===== config.mk =====
export PLATFORM = sky130hd
export DESIGN_NAME = wishbone_arbiter_2m
export DESIGN_NICKNAME = d
export VERILOG_FILES = /design/src/rtl/wishbone_arbiter_2m.sv
export SDC_FILE = /design/constraint.sdc
export NUM_CORES = 1
export LEC_CHECK = 0
export ABC_CLOCK_PERIOD_IN_PS = 2300
export CAP_MARGIN = 10
export CORE_AREA = 2 2 194 196
export DETAILED_ROUTE_END_ITERATION = 8
export DIE_AREA = 0 0 196 198
export GPL_ROUTABILITY_DRIVEN = 0
export PLACE_DENSITY = 0.5
export SETUP_SLACK_MARGIN = 0.5
export SLEW_MARGIN = 20
export SYNTH_ARGS = -nofsm -noshare
export SYNTH_HDL_FRONTEND = slang
export SYNTH_SLANG_ARGS = --single-unit
export TNS_END_PERCENT = 5

===== constraint.sdc =====
create_clock -name clk -period 2.3 [get_ports clk]
set_clock_uncertainty 0.15 [all_clocks]
set_input_delay 0.69 -clock clk [delete_from_list [all_inputs] [get_ports clk]]
set_output_delay 0.69 -clock clk [all_outputs]
set_load 0.01 [all_outputs]

===== src/rtl/wishbone_arbiter_2m.sv =====
// Two-master, one-slave Wishbone classic arbiter for the debug bus.
// m0 is the JTAG-driven wishbone_master and m1 is a secondary requester such
// as a UART command bridge. Both share the single wishbone_dm_slave.
// Ownership is granted to one master at a time. When both masters contend,
// the grant alternates between them. A watchdog ends any stalled strobe with
// an error, so neither master can lock up the slave.
`timescale 1ns/1ps

module wishbone_arbiter_2m #(
   parameter int ADDR_WIDTH     = 32,
   parameter int DATA_WIDTH     = 64,
   // Legal range is 2..65535, so the limit fits the 16-bit watchdog counter.
   parameter int TIMEOUT_CYCLES = 1023
) (
   input  logic                  clk,
   input  logic                  rst_n,

   input  logic                  m0_cyc_i,
   input  logic                  m0_stb_i,
   input  logic                  m0_we_i,
   input  logic [ADDR_WIDTH-1:0] m0_addr_i,
   input  logic [DATA_WIDTH-1:0] m0_data_i,
   output logic [DATA_WIDTH-1:0] m0_data_o,
   output logic                  m0_ack_o,
   output logic                  m0_err_o,

   input  logic                  m1_cyc_i,
   input  logic                  m1_stb_i,
   input  logic                  m1_we_i,
   input  logic [ADDR_WIDTH-1:0] m1_addr_i,
   input  logic [DATA_WIDTH-1:0] m1_data_i,
   output logic [DATA_WIDTH-1:0] m1_data_o,
   output logic                  m1_ack_o,
   output logic                  m1_err_o,

   output logic                  s_cyc_o,
   output logic                  s_stb_o,
   output logic                  s_we_o,
   output logic [ADDR_WIDTH-1:0] s_addr_o,
   output logic [DATA_WIDTH-1:0] s_data_o,
   input  logic [DATA_WIDTH-1:0] s_data_i,
   input  logic                  s_ack_i,

   output logic [1:0]            gnt_o,
   output logic                  timeout_o
);

   typedef enum logic [1:0] {
      IDLE = 2'd0,
      OWN0 = 2'd1,
      OWN1 = 2'd2
   } state_t;

   // The watchdog fires when the counter reaches TIMEOUT_CYCLES-1 with no ack.
   // That fire cycle is therefore the TIMEOUT_CYCLES-th stalled strobe cycle.
   localparam logic [15:0] WDOG_LIMIT = 16'(TIMEOUT_CYCLES - 1);

   state_t                state;
   state_t                state_next;
   logic                  last_owner;
   logic                  last_owner_next;
   logic [15:0]           wdog_cnt;
   logic [15:0]           wdog_next;

   logic                  owner_cyc;
   logic                  owner_stb;
   logic                  owner_we;
   logic [ADDR_WIDTH-1:0] owner_addr;
   logic [DATA_WIDTH-1:0] owner_data;
   logic                  wdog_fire;
   logic                  ack_fwd;

   // State, fairness pointer and watchdog register.
   // last_owner resets to m1, so m0 wins the first contention after reset.
   always_ff @(posedge clk or negedge rst_n) begin
      if (!rst_n) begin
         state      <= IDLE;
         last_owner <= 1'b1;
         wdog_cnt   <= 16'd0;
      end else begin
         state      <= state_next;
         last_owner <= last_owner_next;
         wdog_cnt   <= wdog_next;
      end
   end

   // Arbitration and release.
   // IDLE always lasts at least one cycle, so ownership never passes
   // directly from one master to the other.
   always_comb begin
      state_next      = state;
      last_owner_next = last_owner;
      case (state)
         IDLE: begin
            if (m0_cyc_i && m1_cyc_i) begin
               if (last_owner) begin
                  state_next      = OWN0;
                  last_owner_next = 1'b0;
               end else begin
                  state_next      = OWN1;
                  last_owner_next = 1'b1;
               end
            end else if (m0_cyc_i) begin
               state_next      = OWN0;
               last_owner_next = 1'b0;
            end else if (m1_cyc_i) begin
               state_next      = OWN1;
               last_owner_next = 1'b1;
            end
         end
         OWN0: begin
            if (!m0_cyc_i) begin
               state_next = IDLE;
            end
         end
         OWN1: begin
            if (!m1_cyc_i) begin
               state_next = IDLE;
            end
         end
         default: begin
            state_next = IDLE;
         end
      endcase
   end

   // Select the owner's request signals. Everything is zero in IDLE.
   // The owner's strobe counts only while its cyc is up, so an abandoned
   // cycle drops s_cyc_o and s_stb_o in the same cycle.
   always_comb begin
      owner_cyc  = 1'b0;
      owner_stb  = 1'b0;
      owner_we   = 1'b0;
      owner_addr = '0;
      owner_data = '0;
      case (state)
         OWN0: begin
            owner_cyc  = m0_cyc_i;
            owner_stb  = m0_cyc_i & m0_stb_i;
            owner_we   = m0_we_i;
            owner_addr = m0_addr_i;
            owner_data = m0_data_i;
         end
         OWN1: begin
            owner_cyc  = m1_cyc_i;
            owner_stb  = m1_cyc_i & m1_stb_i;
            owner_we   = m1_we_i;
            owner_addr = m1_addr_i;
            owner_data = m1_data_i;
         end
         default: begin
            owner_cyc = 1'b0;
         end
      endcase
   end

   // Watchdog fire detection.
   // An ack arriving in the same cycle wins, so the watchdog does not fire.
   always_comb begin
      wdog_fire = owner_stb & ~s_ack_i & (wdog_cnt == WDOG_LIMIT);
   end

   // Watchdog count.
   // The counter runs only while the owner strobes without an ack.
   // It clears on ack, on strobe low, in IDLE, and when it fires.
   always_comb begin
      wdog_next = wdog_cnt + 16'd1;
      if ((state == IDLE) || !owner_stb || s_ack_i || wdog_fire) begin
         wdog_next = 16'd0;
      end
   end

   // Slave-side outputs.
   // The strobe is withheld during a watchdog fire, so the slave never sees
   // that cycle as a transfer.
   always_comb begin
      s_cyc_o  = owner_cyc;
      s_stb_o  = owner_stb & ~wdog_fire;
      s_we_o   = owner_we;
      s_addr_o = owner_addr;
      s_data_o = owner_data;
   end

   // Termination back to the masters.
   // An ack is forwarded only against a live strobe, so a stray slave ack is
   // dropped. Only the owner ever sees ack or err.
   always_comb begin
      ack_fwd   = s_ack_i & s_stb_o;
      m0_ack_o  = ack_fwd   & (state == OWN0);
      m1_ack_o  = ack_fwd   & (state == OWN1);
      m0_err_o  = wdog_fire & (state == OWN0);
      m1_err_o  = wdog_fire & (state == OWN1);
      timeout_o = wdog_fire;
   end

   // Read data is broadcast to both masters, which qualify it with ack.
   // It is held at zero while reset is asserted.
   always_comb begin
      m0_data_o = rst_n ? s_data_i : '0;
      m1_data_o = rst_n ? s_data_i : '0;
   end

   // One-hot grant view of the current owner.
   always_comb begin
      gnt_o = 2'b00;
      case (state)
         OWN0:    gnt_o = 2'b01;
         OWN1:    gnt_o = 2'b10;
         default: gnt_o = 2'b00;
      endcase
   end

endmodule


==> results <==
## final cells by class
cell class,instances,area (um^2),share of cell area
inverter,5,18.8,0.00182
timing repair buffer,604,5970,0.580
sequential,19,477,0.0463
antenna,1,2.50,0.000243
clock buffer,4,78.8,0.00766
tap,474,593,0.0576
multi-input combinational,352,3150,0.306
## cells in the mapped netlist (all sizes together) (3+ instances only)
master	count
and3	4
nor3	3
a22oi	99
nand3	10
ha	7
nand4	7
xor2	6
buf	71
nand2	9
nor2b	98
clkbuf	35
and2	65
nor4	3
xnor2	7
inv	5
dfrtp	18
nor2	16
## repair_timing
item	4_1_cts	5_1_grt
cloned	6	2
resized for setup	916	392
endpoints found under the setup margin	252	252
pin swaps	32	71
buffers inserted	12	18
hold buffers	0	0
## final timing paths
check,endpoint,slack (ps),cells after the start
min in group clk,last_owner,380,2
hold / removal,wdog_cnt[10],260,2
hold reg to reg,last_owner,380,2
setup reg to reg,wdog_cnt[2],270,9
setup / recovery,m1_err_o,-520,8
max in group asynchronous,last_owner,1470,2
## worst max-delay path, stage by stage (launching register included)
cell and delay [ps]:
dfrtp_1 370, inv_1 60, ha_2 150, nor4b_4 170, nand3_1 120, or2_4 270
buf_12 130, nor4bb_4 260, buf_2 180
## power breakdown
group / switching (mW) / internal, mW / leakage, nW
combinational: 2.75 / 3.70 / 4.27
clock: 0.121 / 0.236 / 0.0382
sequential: 0.0173 / 0.365 / 0.260
total: 2.89 / 4.30 / 4.57
## sequential cells by signal, summed over array words and instances, names as in the netlist
name	count
last_owner	1
state	2
wdog_cnt	16
## logic make-up after synthesis
logic type,Yosys count,synth area share
adder cells (fa/ha/maj),7,0.0251
buffers and inverters,111,0.189
flip-flops,19,0.136
AND/OR/NAND/NOR,222,0.381
XOR/XNOR,13,0.0326
AO/OA/AOI/OAI,110,0.236
## routing by layer
metal,part of all wire,GRT usage,vias up
met2,0.52,0.193,169
met5,0.00052,0,-
li1,-,-,2622
met1,0.43,0.149,2613
met4,0.0049,0.00954,2
met3,0.043,0.0160,12
## metrics by stage
stage	util	setup TNS, ps
2_1_floorplan	-	-23.6
3_3_place_gp	0.250	-108820
3_5_place_dp	0.250	-108470
4_1_cts	0.257	-48670
5_1_grt	0.278	-40270
6_report	0.279	-32670
==> impl_metrics.tcl <==
set metrics [dict create \
    outcome "complete, but fails checks" \
    failed_checks "negative setup slack" \
    mappedNetlistArea_um2 3490 \
    clk_pin_slew_ps 50 \
    numPortBuffers 498 \
    whs_ps 264 \
    layout.cells.non_filler 1459 \
    period_share 1.23 \
    drt-initial-drc-count 186 \
    first_pass_grt_wire_length_um 32700 \
    clock_tree.buffer_depth 2 \
    ioPinCount 499 \
    vias_in_the_first_global_route 5024 \
    drt_wl_total_um 24900 \
    irDropWorstVdd_mv 0.372 \
    post_drt_via_cell_ratio 3.71 \
    synth.net_count 754 \
    synth-async-reset-ratio 1.00 \
    cts_htree_levels 1 \
    cp_data_arrival_time_ps 1980 \
    worstSetupEndpointType "output port" \
    maxCapViolCount 0 \
    postSynth.topFlopCell "dfrtp_1" \
    seq_area_frac_synth 0.136 \
    ys_ff_latch 19 \
    fin_crit_ps 2820 \
    report.final.setup_viol 104 \
    antenna_found_initial 3 \
    most_frequent_cells_in_the_layout "200 x clkdlybuf4s50_1, 123 x buf_6, 110 x buf_2" \
    place_ws_ps -1070 \
    overflow 0 \
    global_route.usage.total 0.110 \
    yosys_warnings 0 \
    synthTopCellsByArea "a22oi_1 21%, nor2b_1 18%, buf_4 14%" \
    synth_top_cell_by_area "a22oi_1" \
    grt_setup_unrepaired "true" \
    reg2reg_from "state[1]" \
    numClockSinks 19 \
    required_ps 1460 \
    clockRootBuffer "clkbuf_16" \
    cp_max_fo 2 \
    postSynthAreaPerCell_um2 7.25 \
    grt_max_degree 44 \
    number_of_flops_mapped_to_enable_cells_by_yosys 0 \
    via_count 5418 \
    hold_path.class "input port to async pin" \
    initial_core_utilization 0.0945 \
    post_route_cells_drive_above_1_share 0.549 \
    cts-buffers-inserted 3 \
    worstSkewPairLatency_ps 250 \
    core_region_area_um2 37000 \
    path_class "flip-flop to output port" \
    post_drt_wl_per_cell_um 17.1 \
    final-hold-violation-count 0 \
    place_inst 1416 \
    fin_total_pwr_mw 7.19 \
    die_width_um 196 \
    setup.worst_path.start_class "flip-flop" \
    antenna_violating_nets_post_route 0 \
    tritoncts "built" \
    remaining_drc_errors 0 \
    drv_slew 0 \
    area.growth.synth_to_final_pct 195 \
    cellLeakagePower_nw 4.57 \
    worst-slew-pin-transition_ps 354 \
    dp.final_hpwl_um 19200 \
    fp.dieH_um 198 \
    final.setup.worst_slack_ps -519 \
    max-slew-margin-rel 0.762 \
    design_area_um2 10300 \
    fill_cells 3974 \
    core.rowCount 71 \
    power_per_cell_area_nw_per_um2 698 \
    ys_types 36 \
    finalNetCount 1257 \
    most_common_cell_after_layout_fill_and_taps_aside "clkdlybuf4s50_1" \
    postPlaceCellArea_um2 9240 \
    die_area_um2 38800 \
    synthesis.instances 482 \
    drt_pre_antenna_iters 4 \
    critPathLaunch "wdog_cnt[0]" \
    area_share_of_the_largest_cell_type_after_synthesis 0.213 \
    achievable-frequency_ghz 0.355 \
]
No activity file was read; power rests on OpenSTA's default activity.
